## config.mk

```make
export PLATFORM = sky130hd
export DESIGN_NAME = shift_seq_ctrl
export DESIGN_NICKNAME = d
export VERILOG_FILES = /design/src/rtl/shift_seq_ctrl.sv
export SDC_FILE = /design/constraint.sdc
export NUM_CORES = 1
export LEC_CHECK = 0
export CAP_MARGIN = 40
export CORE_AREA = 2 2 134 136
export DETAILED_ROUTE_END_ITERATION = 8
export DIE_AREA = 0 0 136 138
export GPL_TIMING_DRIVEN = 0
export PLACE_DENSITY = 0.92
export SLEW_MARGIN = 5
export SYNTH_ARGS = -nofsm -noshare
export SYNTH_HDL_FRONTEND = slang
export SYNTH_HIERARCHICAL = 1
export SYNTH_SLANG_ARGS = --single-unit
```

## constraint.sdc

```tcl
create_clock -name clk -period 3.2 [get_ports clk]
set_input_delay 0.96 -clock clk [delete_from_list [all_inputs] [get_ports clk]]
set_output_delay 0.96 -clock clk [all_outputs]
set_load 0.02 [all_outputs]
```

## src/rtl/shift_seq_ctrl.sv

```systemverilog
// Two-requester sequencer around one 64-bit ones-fill left shifter.
// Amounts above the shifter's native range are applied as several passes of at most MAX_STEP.

module ones_fill_shl #(
  parameter int W  = 64,
  parameter int SW = 5
) (
  input  logic [W-1:0]  din,
  input  logic [SW-1:0] amt,
  output logic [W-1:0]  dout
);
  // The vacated LSBs are filled with ones, so the fill mask is the complement of the shifted all-ones word.
  assign dout = (din << amt) | ~({W{1'b1}} << amt);
endmodule

module shift_seq_ctrl #(
  parameter int MAX_STEP = 31,
  parameter int AMT_W    = 7,
  parameter int DATA_W   = 64
) (
  input  logic              clk,
  input  logic              rst_n,
  input  logic              a_valid,
  output logic              a_ready,
  input  logic [DATA_W-1:0] a_data,
  input  logic [AMT_W-1:0]  a_amt,
  input  logic              b_valid,
  output logic              b_ready,
  input  logic [DATA_W-1:0] b_data,
  input  logic [AMT_W-1:0]  b_amt,
  output logic              resp_valid,
  input  logic              resp_ready,
  output logic [DATA_W-1:0] resp_data,
  output logic              resp_id,
  output logic              busy
);
  localparam int SW = $clog2(MAX_STEP + 1);
  localparam logic [AMT_W-1:0] STEP_MAX = AMT_W'(MAX_STEP);
  localparam logic [AMT_W-1:0] AMT_CLAMP = AMT_W'(DATA_W);

  typedef enum logic [1:0] {IDLE, SHIFT, DONE} state_t;

  state_t            state, state_nxt;
  logic              last_b;
  logic [DATA_W-1:0] work;
  logic [AMT_W-1:0]  rem;
  logic              id;

  logic              grant_a, grant_b, accept;
  logic [AMT_W-1:0]  amt_sel, amt_clamp;
  logic [SW-1:0]     step;
  logic [DATA_W-1:0] shifted;

  // Round-robin: on contention the requester not granted last wins.
  assign grant_a   = a_valid && (!b_valid || last_b);
  assign grant_b   = b_valid && (!a_valid || !last_b);
  assign amt_sel   = grant_b ? b_amt : a_amt;
  assign amt_clamp = (amt_sel > AMT_CLAMP) ? AMT_CLAMP : amt_sel;
  assign step      = (rem > STEP_MAX) ? SW'(MAX_STEP) : rem[SW-1:0];

  ones_fill_shl #(.W(DATA_W), .SW(SW)) u_shl (
    .din  (work),
    .amt  (step),
    .dout (shifted)
  );

  always_ff @(posedge clk or negedge rst_n) begin
    if (!rst_n) state <= IDLE;
    else        state <= state_nxt;
  end

  always_comb begin
    state_nxt  = state;
    a_ready    = 1'b0;
    b_ready    = 1'b0;
    accept     = 1'b0;
    resp_valid = 1'b0;
    resp_data  = '0;
    resp_id    = 1'b0;
    busy       = (state != IDLE);
    case (state)
      IDLE: begin
        a_ready = grant_a;
        b_ready = grant_b;
        accept  = grant_a || grant_b;
        if (accept) state_nxt = SHIFT;
      end
      SHIFT: if (rem <= STEP_MAX) state_nxt = DONE;
      DONE: begin
        resp_valid = 1'b1;
        resp_data  = work;
        resp_id    = id;
        if (resp_ready) state_nxt = IDLE;
      end
      default: state_nxt = IDLE;
    endcase
  end

  always_ff @(posedge clk or negedge rst_n) begin
    if (!rst_n) begin
      last_b <= 1'b1;
      work   <= '0;
      rem    <= '0;
      id     <= 1'b0;
    end else if (accept) begin
      last_b <= grant_b;
      work   <= grant_b ? b_data : a_data;
      rem    <= amt_clamp;
      id     <= grant_b;
    end else if (state == SHIFT) begin
      work <= shifted;
      rem  <= rem - AMT_W'(step);
    end
  end
endmodule
```

==> flow_metrics.py <==
metrics = {
    "sta": {
        "finalCriticalPeriod_ns": 3.43,
        "period_share": 1.07,
        "finalClockSkew_ns": 0.00837,
        "tns_ns": -0.250,
        "worst_slew_pin_slew_ns": 0.917,
        "hold_ws_ns": 0.484,
        "final_max_slew_viol_count": 0,
        "fmax_mhz": 292,
        "setup_viol": 2,
        "setup_slack_ns": -0.229,
        "max_slew_margin": 0.389,
        "hold_viol": 0,
        "rsz0062_at_grt": "yes",
    },
    "critical_path": {
        "r2r-start": "rem[2]$_DFFE_PN0P_",
        "path_max_fanout": 10,
        "slowest_delay_ns": 0.56,
        "crit_cells": 8,
        "reg2reg_to": "work[45]$_DFFE_PN0P_",
        "cp_top_family": "buffers and inverters",
        "r2r_cells": 8,
        "cp_cell_sequence": "or3_1 > clkbuf_1 > clkbuf_1 > buf_2 > clkbuf_2 > o21ai_0 > o21ai_0 > a221o_1",
        "endpoint_kind": "register",
        "worstPathBufferInverterCount": 4,
        "slowest_stage": "clkbuf_1",
        "critPathLaunchType": "register",
        "arrival_ns": 3.72,
        "cp.required_ns": 3.49,
        "rrSetupSlack_ns": -0.23,
        "path_class": "register to register",
    },
    "hold_path": {
        "hold_start": "id$_DFFE_PN0P_",
        "whs_path_depth": 1,
        "min_path_type": "register to register",
        "min_to": "id$_DFFE_PN0P_",
    },
    "route": {
        "wl_per_cell_microns": 31.2,
        "vias": 10500,
        "vias_per_cell": 7.34,
        "wl_microns": 44700,
        "firstDrtPassIters": 7,
        "ant_nets": 0,
        "drtIter0Drc": 1741,
        "drc": 0,
    },
    "synth": {
        "syn_avg_cell_area_sq_um": 9.10,
        "synth_edf_count": 0,
        "synthCells": 967,
        "yosys_warnings": 6,
        "ys_seq_area_frac": 0.213,
        "ys.flop_type": "dfrtp_1",
        "ys_seq_elements": 75,
        "syn_nets": 1115,
        "synth_cell_types": 64,
        "async_flop_share": 1.00,
        "synth_area_sq_mm": 0.00880,
    },
    "status": {
        "failed_checks": "negative setup slack",
        "outcome": "finished with violations",
    },
    "floorplan": {
        "io_pins": 216,
        "rows": 49,
        "core-area_sq_mm": 0.0175,
        "initial_core_util": 0.502,
        "die_h_microns": 138,
        "fp.dieArea_sq_mm": 0.0188,
        "dieWidth_microns": 136,
    },
    "clocking": {
        "cts_tree": "built",
        "path_clk_slew_ns": 0.07,
        "clock-root-buffer": "clkbuf_16",
        "clock_path_buffers": 2,
        "h-tree-depth": 3,
        "numCtsBuffers": 9,
        "clock-sinks": 75,
        "clock_latency_ns": 0.35,
    },
    "layout": {
        "final_nets": 1348,
        "area_growth_syn_to_layout_pct": 32.7,
        "fillers": 1454,
        "drive_gt1_frac": 0.227,
    },
    "global_routing": {
        "grt_pass1_vias": 10400,
        "antenna_found_initial": 0,
        "grt_overflow": 0,
        "grt_max_degree": 51,
        "grt_pass1_wl_microns": 65900,
        "grt_use_total": 0.478,
    },
    "power": {
        "cellPowerDensity_mw_per_mm2": 1410,
        "power.leakage_nw": 4.84,
        "vdd_drop_max_mv": 0.674,
    },
    "placed_design": {
        "routabilityCongestion": 1.12,
        "io_buffers": 215,
        "dp_worst_setup_slack_ns": -0.907,
        "hpwl_microns": 34100,
    },
    "run": {
        "maxCapViolCount": 0,
    },
}
-- worst max-delay path by stage --
stage / to / from / slack [ns]
after floorplan: work[27]$_DFFE_PN0P_ / rem[5]$_DFFE_PN0P_ / 0.41
after global placement: work[44]$_DFFE_PN0P_ / rst_n / -1.49
after detailed placement: b_ready / b_valid / -0.91
after CTS: resp_data[58] / state[0]$_DFFE_PN0P_ / 0.0003
after global routing: work[45]$_DFFE_PN0P_ / rem[2]$_DFFE_PN0P_ / -0.10
final: work[45]$_DFFE_PN0P_ / rem[2]$_DFFE_PN0P_ / -0.23
-- placed cells by master (no fill, tap or decap), drive strengths merged, types with 5 or more instances in the layout --
| cell type | netlist | routed |
|---|---|---|
| mux2 | 46 | 46 |
| nor3 | 7 | 7 |
| inv | 10 | 11 |
| a31oi | 18 | 18 |
| mux4 | 73 | 73 |
| buf | 68 | 76 |
| a22oi | 23 | 23 |
| mux2i | 65 | 65 |
| nor2 | 40 | 40 |
| clkbuf | 31 | 66 |
| dfrtp | 74 | 74 |
| a21oi | 56 | 56 |
| clkdlybuf4s15 | 0 | 17 |
| clkdlybuf4s50 | 0 | 165 |
| a211o | 8 | 8 |
| a211oi | 12 | 12 |
| nand2 | 160 | 160 |
| o211ai | 5 | 5 |
| nand3 | 6 | 6 |
| nand2b | 5 | 5 |
| or2 | 7 | 7 |
| or3 | 7 | 7 |
| o21ai | 25 | 25 |
| o221ai | 20 | 20 |
| o22ai | 37 | 37 |
| a221o | 40 | 40 |
| nor2b | 5 | 5 |
| and2 | 70 | 70 |
-- cell usage after synthesis, types with 8 or more instances --
master	number	share of area
a211o_1	8	0.0080
buf_2	37	0.021
and2_1	70	0.050
o221ai_1	20	0.020
a22oi_1	23	0.020
o22ai_1	37	0.026
mux2_2	45	0.058
buf_6	10	0.013
a31oi_1	18	0.013
nand2_1	160	0.068
a21oi_1	56	0.032
mux4_2	73	0.19
buf_1	8	0.0034
a221o_1	40	0.046
o21ai_0	20	0.011
nor2_1	40	0.017
a211oi_1	12	0.010
inv_1	10	0.0043
mux2i_1	65	0.074
clkbuf_1	31	0.013
buf_4	11	0.0094
dfrtp_1	74	0.21
-- cell type report --
class	instances	area (sq um)	share of cell area
antenna	1	2.50	0.000214
buffer	98	616	0.0527
clock buffer	10	239	0.0205
clock inverter	5	86.3	0.00740
inverter	11	41.3	0.00354
multi-input combinational	782	6400	0.549
sequential	75	1880	0.161
tap	229	287	0.0245
timing repair buffer	223	2120	0.181
-- report_power, final --
group | switching (mW) | leakage (nW) | internal, mW
Combinational | 7.28 | 3.81 | 5.27
Clock | 0.477 | 0.159 | 0.707
Sequential | 1.23 | 0.871 | 1.46
Total | 8.99 | 4.84 | 7.44
-- worst reg2reg max path: cells and delay by family, from the launching register on --
family                 cells  cell delay (ns)
buffers and inverters      4             1.74
AO/OA/AOI/OAI              3             1.00
AND/OR/NAND/NOR            1             0.15
flip-flops                 1             0.48
-- state kept, by name, summed over array words and instances, names as in the netlist --
register / flops
state: 2
rem: 7
work: 64
id: 1
last_b: 1
-- timing repair --
action                                  4_1_cts  5_1_grt
hold endpoints to repair                      0        0
resized for setup                            75      106
hold buffers                                  0        0
endpoints found under the setup margin      121      117
pin swaps                                     1        2
setup buffers                                 1        4
-- logic make-up after synthesis --
logic type / after synthesis / synth area share
compound gates: 273 / 0.222
fa+ha+maj: 1 / 0.00142
buf+inv: 110 / 0.0686
flops: 75 / 0.213
mux: 184 / 0.320
simple gates: 324 / 0.174
-- per-stage QoR --
step	total power, mW	instances	util	cell area (sq um)
4_1_cts	15.5	1429	0.663	11600
2_1_floorplan	9.85	967	-	8800
3_3_place_gp	14.1	1411	0.641	11200
6_report	16.4	1434	0.666	11700
5_1_grt	16.7	1433	0.666	11700
3_5_place_dp	14.1	1414	0.643	11300
-- metal layers --
metal	part of all wire	global-route usage	wire length [microns]	vias to the layer above
li1	-	-	-	4208
met1	0.36	0.617	16200	5011
met2	0.43	0.701	19100	1073
met3	0.15	0.171	6540	234
met4	0.062	0.252	2770	0
met5	0	0	0	-
Power figures use the tool's default switching activity.
